`src/rtl/calc_pkg.sv`:
```
// rtl/calc_pkg.sv - shared constants, FSM state encoding and count width helper for the BCD converter
package calc_pkg;

  localparam int BCD_DIGIT_W = 4;

  typedef enum logic [1:0] {
    IDLE  = 2'd0,
    SHIFT = 2'd1,
    DONE  = 2'd2
  } state_t;

  // Width of a counter that must hold the values 0..width inclusive.
  function automatic int count_w(input int width);
    if (width < 1) begin
      return 1;
    end
    return $clog2(width + 1);
  endfunction

endpackage

```
`src/rtl/bcd_digit_adj.sv`:
```
// rtl/bcd_digit_adj.sv - combinational double-dabble digit correction (add 3 when digit >= 5)
module bcd_digit_adj
  import calc_pkg::*;
(
  input  logic [BCD_DIGIT_W-1:0] i_digit,
  output logic [BCD_DIGIT_W-1:0] o_digit
);

  // A digit of 5 or more would exceed 9 after doubling, so pre-bias it by 3.
  always_comb begin
    o_digit = i_digit;
    if (i_digit >= BCD_DIGIT_W'(5)) begin
      o_digit = i_digit + BCD_DIGIT_W'(3);
    end
  end

endmodule

```
`src/rtl/mult_result_bcd.sv`:
```
// rtl/mult_result_bcd.sv - sequential binary-to-BCD converter for the multiply result; optional MULT_RESULT_BCD_SIGNED_EN
module mult_result_bcd
  import calc_pkg::*;
#(
  parameter int WIDTH  = 8,
  parameter int DIGITS = 3
) (
  input  logic                          clk,
  input  logic                          rst_n,
  input  logic                          start,
  input  logic [WIDTH-1:0]              bin,
  output logic                          busy,
  output logic                          done,
  output logic [BCD_DIGIT_W*DIGITS-1:0] bcd,
  output logic                          neg
);

  localparam int CNT_W = count_w(WIDTH);
  localparam int BCD_W = BCD_DIGIT_W * DIGITS;
  localparam logic [CNT_W-1:0] LAST_CNT = CNT_W'(WIDTH - 1);

  state_t             r_state;
  state_t             w_next;
  logic               w_accept;
  logic               w_last;

  logic [WIDTH-1:0]   r_shift;
  logic [BCD_W-1:0]   r_scratch;
  logic [CNT_W-1:0]   r_cnt;
  logic [BCD_W-1:0]   r_bcd;

  logic [WIDTH-1:0]   w_mag;
  logic [BCD_W-1:0]   w_adj;
  logic [BCD_W+WIDTH-1:0] w_cat;
  logic [BCD_W-1:0]   w_scratch_nxt;
  logic [WIDTH-1:0]   w_shift_nxt;

`ifdef MULT_RESULT_BCD_SIGNED_EN
  logic               w_sign;
  logic               r_sign;
  logic               r_neg;

  // Two's complement input: convert the magnitude, remember the sign separately.
  // The most negative value negates to itself, which read unsigned is its magnitude.
  assign w_sign = bin[WIDTH-1];
  assign w_mag  = w_sign ? (~bin + WIDTH'(1)) : bin;
  assign neg    = r_neg;
`else
  assign w_mag  = bin;
  assign neg    = 1'b0;
`endif

  // Per-digit add-3 correction applied to the scratch BCD before each shift.
  for (genvar g = 0; g < DIGITS; g++) begin : g_adj
    bcd_digit_adj u_adj (
      .i_digit (r_scratch[g*BCD_DIGIT_W +: BCD_DIGIT_W]),
      .o_digit (w_adj[g*BCD_DIGIT_W +: BCD_DIGIT_W])
    );
  end

  assign w_cat         = {w_adj, r_shift} << 1;
  assign w_scratch_nxt = w_cat[BCD_W+WIDTH-1:WIDTH];
  assign w_shift_nxt   = w_cat[WIDTH-1:0];

  // State register; reset abandons any conversion in flight.
  always_ff @(posedge clk) begin
    if (!rst_n) begin
      r_state <= IDLE;
    end else begin
      r_state <= w_next;
    end
  end

  // Next-state and handshake outputs; DONE accepts a new start just like IDLE.
  always_comb begin
    w_next   = r_state;
    busy     = 1'b0;
    done     = 1'b0;
    w_accept = 1'b0;
    w_last   = 1'b0;
    case (r_state)
      IDLE: begin
        if (start) begin
          w_accept = 1'b1;
          w_next   = SHIFT;
        end
      end
      SHIFT: begin
        busy = 1'b1;
        if (r_cnt == LAST_CNT) begin
          w_last = 1'b1;
          w_next = DONE;
        end
      end
      DONE: begin
        done = 1'b1;
        if (start) begin
          w_accept = 1'b1;
          w_next   = SHIFT;
        end else begin
          w_next   = IDLE;
        end
      end
      default: begin
        w_next = IDLE;
      end
    endcase
  end

  // Shift datapath and result registers; results only load on the final shift.
  always_ff @(posedge clk) begin
    if (!rst_n) begin
      r_shift   <= '0;
      r_scratch <= '0;
      r_cnt     <= '0;
      r_bcd     <= '0;
`ifdef MULT_RESULT_BCD_SIGNED_EN
      r_sign    <= 1'b0;
      r_neg     <= 1'b0;
`endif
    end else begin
      if (w_accept) begin
        r_shift   <= w_mag;
        r_scratch <= '0;
        r_cnt     <= '0;
`ifdef MULT_RESULT_BCD_SIGNED_EN
        r_sign    <= w_sign;
`endif
      end else if (r_state == SHIFT) begin
        r_shift   <= w_shift_nxt;
        r_scratch <= w_scratch_nxt;
        r_cnt     <= r_cnt + CNT_W'(1);
      end
      if (w_last) begin
        r_bcd <= w_scratch_nxt;
`ifdef MULT_RESULT_BCD_SIGNED_EN
        r_neg <= r_sign;
`endif
      end
    end
  end

  assign bcd = r_bcd;

endmodule
```
`config.mk`:
```
export PLATFORM = sky130hd
export DESIGN_NAME = mult_result_bcd
export DESIGN_NICKNAME = d
export VERILOG_FILES = /design/src/rtl/calc_pkg.sv /design/src/rtl/bcd_digit_adj.sv /design/src/rtl/mult_result_bcd.sv
export SDC_FILE = /design/constraint.sdc
export NUM_CORES = 1
export LEC_CHECK = 0
export ABC_AREA = 1
export CAP_MARGIN = 20
export CORE_ASPECT_RATIO = 0.5
export CORE_MARGIN = 4
export CORE_UTILIZATION = 25
export DETAILED_ROUTE_END_ITERATION = 10
export HOLD_SLACK_MARGIN = 0.03
export PLACE_DENSITY = 0.54
export SLEW_MARGIN = 20
export SYNTH_ARGS = -nofsm -noshare
export SYNTH_HDL_FRONTEND = slang
export SYNTH_SLANG_ARGS = --single-unit
export TNS_END_PERCENT = 10
```
`constraint.sdc`:
```
create_clock -name clk -period 1.9 [get_ports clk]
set_clock_uncertainty 0.2 [all_clocks]
set_input_delay 0.57 -clock clk [delete_from_list [all_inputs] [get_ports clk]]
set_output_delay 0.57 -clock clk [all_outputs]
set_load 0.02 [all_outputs]
```
==> results.ini <==
[yosys]
ys_warn_count=0
synthDistinctLibCells=24
syn_inst=272
async_flop_share_pct=0
syn_area_per_cell_um2=7.03
seq_area_frac_synth_pct=39.8
synth_seq_cells=38
synth_edf_count=0
synth_top_flop_cell=dfxtp_1
mappedNetlistNets=290
synth_top_area_cell=dfxtp_1
synthTopCellsByArea=dfxtp_1, inv_1, nand2_1
synth_area_um2=1910
yosysTopAreaCellShare_pct=39.8

[timing]
setup_viol=0
fin_ws_ps=86.0
finalHoldViolCount=0
fin_hold_ws_ps=259
report.final.slew_viol_count=0
max_freq_mhz=551
period_share_pct=95.5
period_needed_ps=1810
rsz0062_at_grt=no

[place]
dpl_cell_area_um2=2300
hpwl_um=3160
io_buffers=24
placed_cells=394
dp_worst_setup_slack_ps=-1.21
gp_congestion=0.769

[routing]
wl_met2_um=1930
dr.max_layer_used=met4
first_iter_violations=104
wl_um=4390
postRouteAntennaNets=0
viasPerCell=4.40
first_pass_iters=6
dr_total_vias=1763
wl_met3_um=217
routedWlPerCell_um=10.9
drc=0
m1WireLength_um=2180

[layout]
stdcell_area_um2=2420
nNetsFinal=323
layout.cells.most_common=inv_1
nFillCells=794
final_cells=401
drive_gt1_share_pct=11.1
diodes=0
mostFrequentLayoutCells=inv_1, nand2_1, dfxtp_1
areaGrowthSynthToFinish_pct=26.6

[die]
io_pins=26
die_area_um2=9200
fp.dieH_um=69.9
dieWidth_um=132
core-area_um2=7380
num_rows=22
start_util_pct=25.9

[clock_tree]
tritoncts=done
clock_path_buffers=2
clock_latency_ps=280
cts_root_buf=clkbuf_16
cts-hold-fix-buffers=0
clk_pin_slew_worst_paths_ps=60
h-tree-depth=2
cts_sinks=38
cts_buffers=5

[worst_setup_path]
critPathArrivalTime_ps=1040
required_ps=1130
r2r_start=r_state[0]$_SDFFE_PN0P_
cp_max_fo=2
ff2ff_setup_slack_ps=190
crit_end=done
critical_path_class=flop to output port
end_kind=output port
crit_path_start_kind=flop
reg2reg_to=bcd[4]$_SDFFE_PN0P_
reg2reg_depth=7
worstSetupStartpoint=r_state[1]$_SDFFE_PN0P_

[pwr]
p_leak_nw=1.13
p_per_area_nw_per_um2=778
vdd_ir_drop_max_mv=0.303

[global_route]
grt_antenna_before_repair=0
grt_pass1_wl_um=7470
globalRouteOverflowTotal=0
grt_pass1_vias=1618
grt_use_total_pct=9.90
grt_max_degree=27

[min_path]
hp-class=flop to flop

[outcome]
status=finished clean

[job]
drv_cap=0

-- registers in the layout, indices dropped and copies added, names as in the netlist --
name / flops
bcd: 12
r_scratch: 12
r_shift: 8
r_cnt: 4
r_state: 2
-- layer usage --
metal  vias to the layer above  track usage (%)
met3                         5             3.31
met4                         0             3.03
met1                       796             12.6
met5                         -                0
met2                        39             16.0
li1                        923                -
-- area by class of cell --
cell class | instances | area, um2 | share of cell area (%)
timing repair buffer | 36 | 323 | 13.3
clock inverter | 1 | 7.51 | 0.310
multi-input combinational | 169 | 872 | 36.0
inverter | 55 | 209 | 8.63
tap | 96 | 120 | 4.96
sequential | 38 | 761 | 31.4
clock buffer | 6 | 129 | 5.32
-- how the worst min path moves through the flow --
stage                     slack [ps]                     from                      end  depth (start not counted)
after floorplan                  240  r_shift[1]$_SDFFE_PN0P_  r_shift[1]$_SDFFE_PN0P_                          2
after global placement           250     bcd[11]$_SDFFE_PN0P_     bcd[11]$_SDFFE_PN0P_                          2
after detailed placement         250     bcd[11]$_SDFFE_PN0P_     bcd[11]$_SDFFE_PN0P_                          2
after CTS                        260     bcd[11]$_SDFFE_PN0P_     bcd[11]$_SDFFE_PN0P_                          2
after global routing             270     bcd[11]$_SDFFE_PN0P_     bcd[11]$_SDFFE_PN0P_                          2
final                            260     bcd[11]$_SDFFE_PN0P_     bcd[11]$_SDFFE_PN0P_                          2
-- critical path, stage by stage, from the launching register on --
cell and delay [ps]:
dfxtp_1 310, inv_1 70, nor2_1 80, clkdlybuf4s15_1 300
-- cells by family after synthesis --
group	share of synthesized area (%)
AOI/OAI and AO/OA	14.1
DFF	39.8
adders and majority gates	4.58
other	0.196
and+or+nand+nor	26.2
xor gates and xnor gates	0.458
buffers and inverters	14.7
-- Yosys cell counts (all sizes together), types with 6 or more instances --
| master | number |
|---|---|
| a21oi | 27 |
| inv | 55 |
| nand3 | 28 |
| nand2 | 51 |
| ha | 7 |
| nor2 | 20 |
| buf | 9 |
| nand4 | 6 |
| nor3 | 6 |
| dfxtp | 38 |
| o21ai | 21 |
-- what timing repair did --
item                                   CTS  global route
pin swaps                                0             0
endpoints found under the hold margin    0             0
setup buffers                            0             0
setup endpoints to repair               14             2
gates resized for setup                 15             2
-- through the flow --
| stage | setup TNS, ps | total power [mW] | util (%) |
|---|---|---|---|
| 2_1_floorplan | 0 | 1.03 | - |
| 3_3_place_gp | -11.1 | 1.11 | 31.2 |
| 3_5_place_dp | -1.62 | 1.11 | 31.2 |
| 4_1_cts | 0 | 1.91 | 32.9 |
| 5_1_grt | 0 | 1.98 | 32.8 |
| 6_report | 0 | 1.88 | 32.8 |
-- power by group --
group	leakage (nW)	internal, mW	switching, mW
combinational	0.755	0.0972	0.143
clock	0.0629	0.479	0.308
sequential	0.309	0.833	0.0238
(Power assumes the default switching activity.)
==> RTL edit 1 (same flow settings) <==
Add an input register stage for `start`; this delays it by one clock. The other inputs are not delayed to match.
--- a/src/rtl/mult_result_bcd.sv
+++ b/src/rtl/mult_result_bcd.sv
@@ -18,6 +18,12 @@
   localparam int CNT_W = count_w(WIDTH);
   localparam int BCD_W = BCD_DIGIT_W * DIGITS;
   localparam logic [CNT_W-1:0] LAST_CNT = CNT_W'(WIDTH - 1);
+
+  logic start_q;
+
+  always_ff @(posedge clk) begin
+    start_q <= start;
+  end
 
   state_t             r_state;
   state_t             w_next;
@@ -80,7 +86,7 @@
     w_last   = 1'b0;
     case (r_state)
       IDLE: begin
-        if (start) begin
+        if (start_q) begin
           w_accept = 1'b1;
           w_next   = SHIFT;
         end
@@ -94,7 +100,7 @@
       end
       DONE: begin
         done = 1'b1;
-        if (start) begin
+        if (start_q) begin
           w_accept = 1'b1;
           w_next   = SHIFT;
         end else begin
Check against the original RTL: not equivalent (a bounded check fails within 4 cycles, from zero or initial values and one cycle with rst_n low).
==> RTL edit 1 against the original RTL <==
Cell area down 0.62%. Worst setup slack better by 83 ps. Synthesized area increased by 1.0%. Power up 2.5%. Routed wire length fell by 0.41%. Synthesized cell count increased by 0.37%. First-iteration DRC count up 30%. Sequential cell count grew 1. Largest cell class unchanged. Largest power group unchanged.
==> RTL edit 1: results (changes against the original RTL) <==
[place]
hpwl_um = 3210  ; +1.6%
dp_cells = 390  ; -1.0%
placed_area_um2 = 2290  ; -0.76%
finalWeightedCongestion = 0.817  ; +6.3%

[layout]
drive_gt1_share_pct = 10.3  ; -0.85 points
nets = 319  ; -1.2%
instances_no_fill = 397  ; -1.0%

[clock_network]
clockBufferDepth = 2  ; unchanged

[global_routing]
gr-usage-all-layers_pct = 10.0  ; +0.091 points
grt_pass1_wl_um = 7720  ; +3.4%
first_global_vias = 1678  ; +3.7%

[status]
status = finished clean

[worst_setup_path]
arrival_ps = 960  ; -80 ps
reg2reg_to = bcd[3]
slowest_delay_ps = 390  ; +80 ps
reg2reg_slack_ps = 320  ; +130 ps
setup.worst_path.end = busy
crit_fanout = 3  ; +1
r2r_cells = 6  ; -1
startpoint = r_state[0]
crit_family = flip-flops

[synthesis]
yosysSeqAreaShare_pct = 40.4  ; +0.62 points
syn_avg_cell_area_um2 = 7.08  ; +0.68%
syn_nets = 291  ; +0.34%
synth_area_leaders = dfxtp_1, inv_1, nand2_1

[routing]
drt_iter0_markers = 135  ; +30%
viasPerCell = 4.36  ; -0.83%
firstDrtPassIters = 4  ; -2

[power]
p_leak_nw = 1.12  ; -0.53%
ir_drop_mv = 0.397  ; +31%

[sta]
max_freq_mhz = 578  ; +4.8%

==> RTL edit 1: changes by cell type after synthesis, sizes merged <==
cell and delta:
dfxtp +1
==> RTL edit 1: logic make-up (layout without fill, tap and decap cells) <==
group                      Yosys count  after routing  share of synthesized area [%]
AOI/OAI and AO/OA                   49             49                           14.0
xor gates and xnor gates             1              1                          0.453
adders and majority gates            7              7                           4.53
buffers and inverters               65             93                           14.5
DFF                                 39             39                           40.4
other                                1              1                          0.194
and+or+nand+nor                    111            111                           26.0
==> RTL edit 1: per-layer routing <==
layer	routed length (um)	track usage, %	share of wire, %
met1	2180	12.9	50
met2	1870	16.1	43
met3	274	3.24	6.3
met4	42	2.76	0.96
met5	0	0	0
==> RTL edit 1: worst min path at each step <==
stage	cells after the start	endpoint	startpoint	slack, ps
after CTS	2	r_shift[1]	r_shift[1]	260
after floorplan	2	r_shift[1]	r_shift[1]	240
after global routing	2	r_shift[1]	r_shift[1]	300
final	2	r_shift[1]	r_shift[1]	260
after detailed placement	2	r_shift[1]	r_shift[1]	250
after global placement	2	r_shift[1]	r_shift[1]	250
==> RTL edit 1: cell type report <==
class | instances | area (um^2)
Inverter | 55 | 209
Fill cell | 796 | 5030
Clock buffer | 6 | 139
Multi-Input combinational cell | 169 | 872
Timing Repair Buffer | 31 | 280
Clock inverter | 1 | 5.00
Sequential cell | 39 | 781
Tap cell | 96 | 120
==> RTL edit 1: report_power, final <==
part | leakage (nW) | total (mW) | internal (mW) | switching (mW)
sequential | 0.318 | 0.878 | 0.855 | 0.0235
combinational | 0.731 | 0.227 | 0.0879 | 0.139
clock | 0.0727 | 0.826 | 0.512 | 0.314
==> RTL edit 1: timing repair <==
action,CTS,global route
setup buffers,0,0
resized for setup,15,3
setup endpoints to repair,14,2
cloned,0,0
==> RTL edit 2 (same settings) <==
Without the edit above. Add a define of `MULT_RESULT_BCD_SIGNED_EN`.
--- a/src/rtl/mult_result_bcd.sv
+++ b/src/rtl/mult_result_bcd.sv
@@ -1,4 +1,6 @@
 // rtl/mult_result_bcd.sv - sequential binary-to-BCD converter for the multiply result; optional MULT_RESULT_BCD_SIGNED_EN
+`define MULT_RESULT_BCD_SIGNED_EN
+
 module mult_result_bcd
   import calc_pkg::*;
 #(
Behaviour: not the same (a bounded check fails within 10 cycles, from zero or initial values and one cycle with rst_n low).
==> RTL edit 2 against the original RTL <==
Sequential cell count up 2. Synthesized cell count rose by 5.1%. Highest routed layer unchanged. Global-route usage is 0.15 points higher. Routed wire length grew 3.6%. Worst setup slack gained 10 ps. Cell area is 9.9% higher. Synthesized area up 6.3%. Power increased by 13%. Critical endpoint is now r_shift[2].
==> RTL edit 2: results (changes against the original RTL) <==
[status]
status = finished clean

[synthesis]
synth_common_cells = nand2_1, inv_1, dfxtp_1
ys_types = 29  ; +21%
yosysSeqAreaShare_pct = 39.4  ; -0.38 points
syn_inst = 286  ; +5.1%
syn_nets = 305  ; +5.2%
synth_area_leaders = dfxtp_1, nand2_1, inv_1

[place]
port_buffers = 25  ; +4.2%
dp_cells = 431  ; +9.4%
hpwl_um = 3490  ; +10%

[layout]
drive_gt1_share_pct = 14.8  ; +3.7 points

[global_routing]
grt_max_degree = 22  ; -19%
use_met3_pct = 2.24  ; -1.1 points
met1_usage_pct = 11.8  ; -0.84 points
met2_usage_pct = 17.8  ; +1.9 points
grt_pass1_wl_um = 8000  ; +7.1%
gr-usage-all-layers_pct = 10.1  ; +0.15 points

[routing]
viasPerCell = 4.20  ; -4.5%
wl_met1_um = 2190  ; +0.50%
firstDrtPassIters = 4  ; -2
num_vias = 1843  ; +4.5%
met2_length_um = 2180  ; +13%

[worst_setup_path]
startpoint_type = primary input
arrival_ps = 1780  ; +740 ps

[power]
p_leak_nw = 1.32  ; +17%
ir_drop_mv = 0.434  ; +43%

==> RTL edit 2: worst max-delay path: stages <==
cell and delay, ps:
clkdlybuf4s50_1 500, inv_2 50, ha_2 190, nor2_1 140, xnor2_1 140, a21o_1 150
a21oi_2 50
==> RTL edit 2: path summary, 6_finish.rpt <==
check        slack, ps  depth (start not counted)          to          from
min                260                          2  r_shift[0]    r_shift[0]
max                100                          7  r_shift[2]        bin[0]
min reg2reg        260                          2  r_shift[0]    r_shift[0]
max reg2reg        180                          8      bcd[8]  r_scratch[4]
==> RTL edit 2: final cells by class <==
class                   instances  area share (%)
clock buffers                   5            4.70
flip-flops and latches         40            30.1
inverters                      49            7.10
well taps                     108            5.08
clock inverters                 3            1.60
repair buffers                 45            14.1
multi-input cells             189            37.3
==> RTL edit 2: metrics by stage <==
step / power [mW] / area (um^2) / setup slack (ps) / hold WS (ps)
2_1_floorplan: 1.10 / 2030 / 272 / 229
3_3_place_gp: 1.20 / 2510 / -159 / 245
3_5_place_dp: 1.21 / 2510 / -215 / 250
4_1_cts: 2.17 / 2660 / 21.8 / 266
5_1_grt: 2.24 / 2660 / 16.2 / 291
6_report: 2.13 / 2660 / 96.4 / 264
==> RTL edit 2: report_power, final <==
group	internal, mW	switching [mW]	leakage, nW
Clock	0.616	0.329	0.0798
Sequential	0.874	0.0226	0.325
Combinational	0.123	0.168	0.910
Total	1.61	0.520	1.32
==> RTL edit 2: kinds of logic after synthesis <==
family	count (synthesis)	share of synthesized area, %
simple gates	110	24.3
fa+ha+maj	8	4.92
flops	40	39.4
compound gates	67	17.5
xor+xnor	4	1.72
buf+inv	57	12.1
==> RTL edit 2: timing repair <==
action / in CTS / in global routing
setup endpoints to repair: 15 / 4
resized for setup: 16 / 7
pin swaps: 0 / 1
endpoints found under the hold margin: 0 / 0
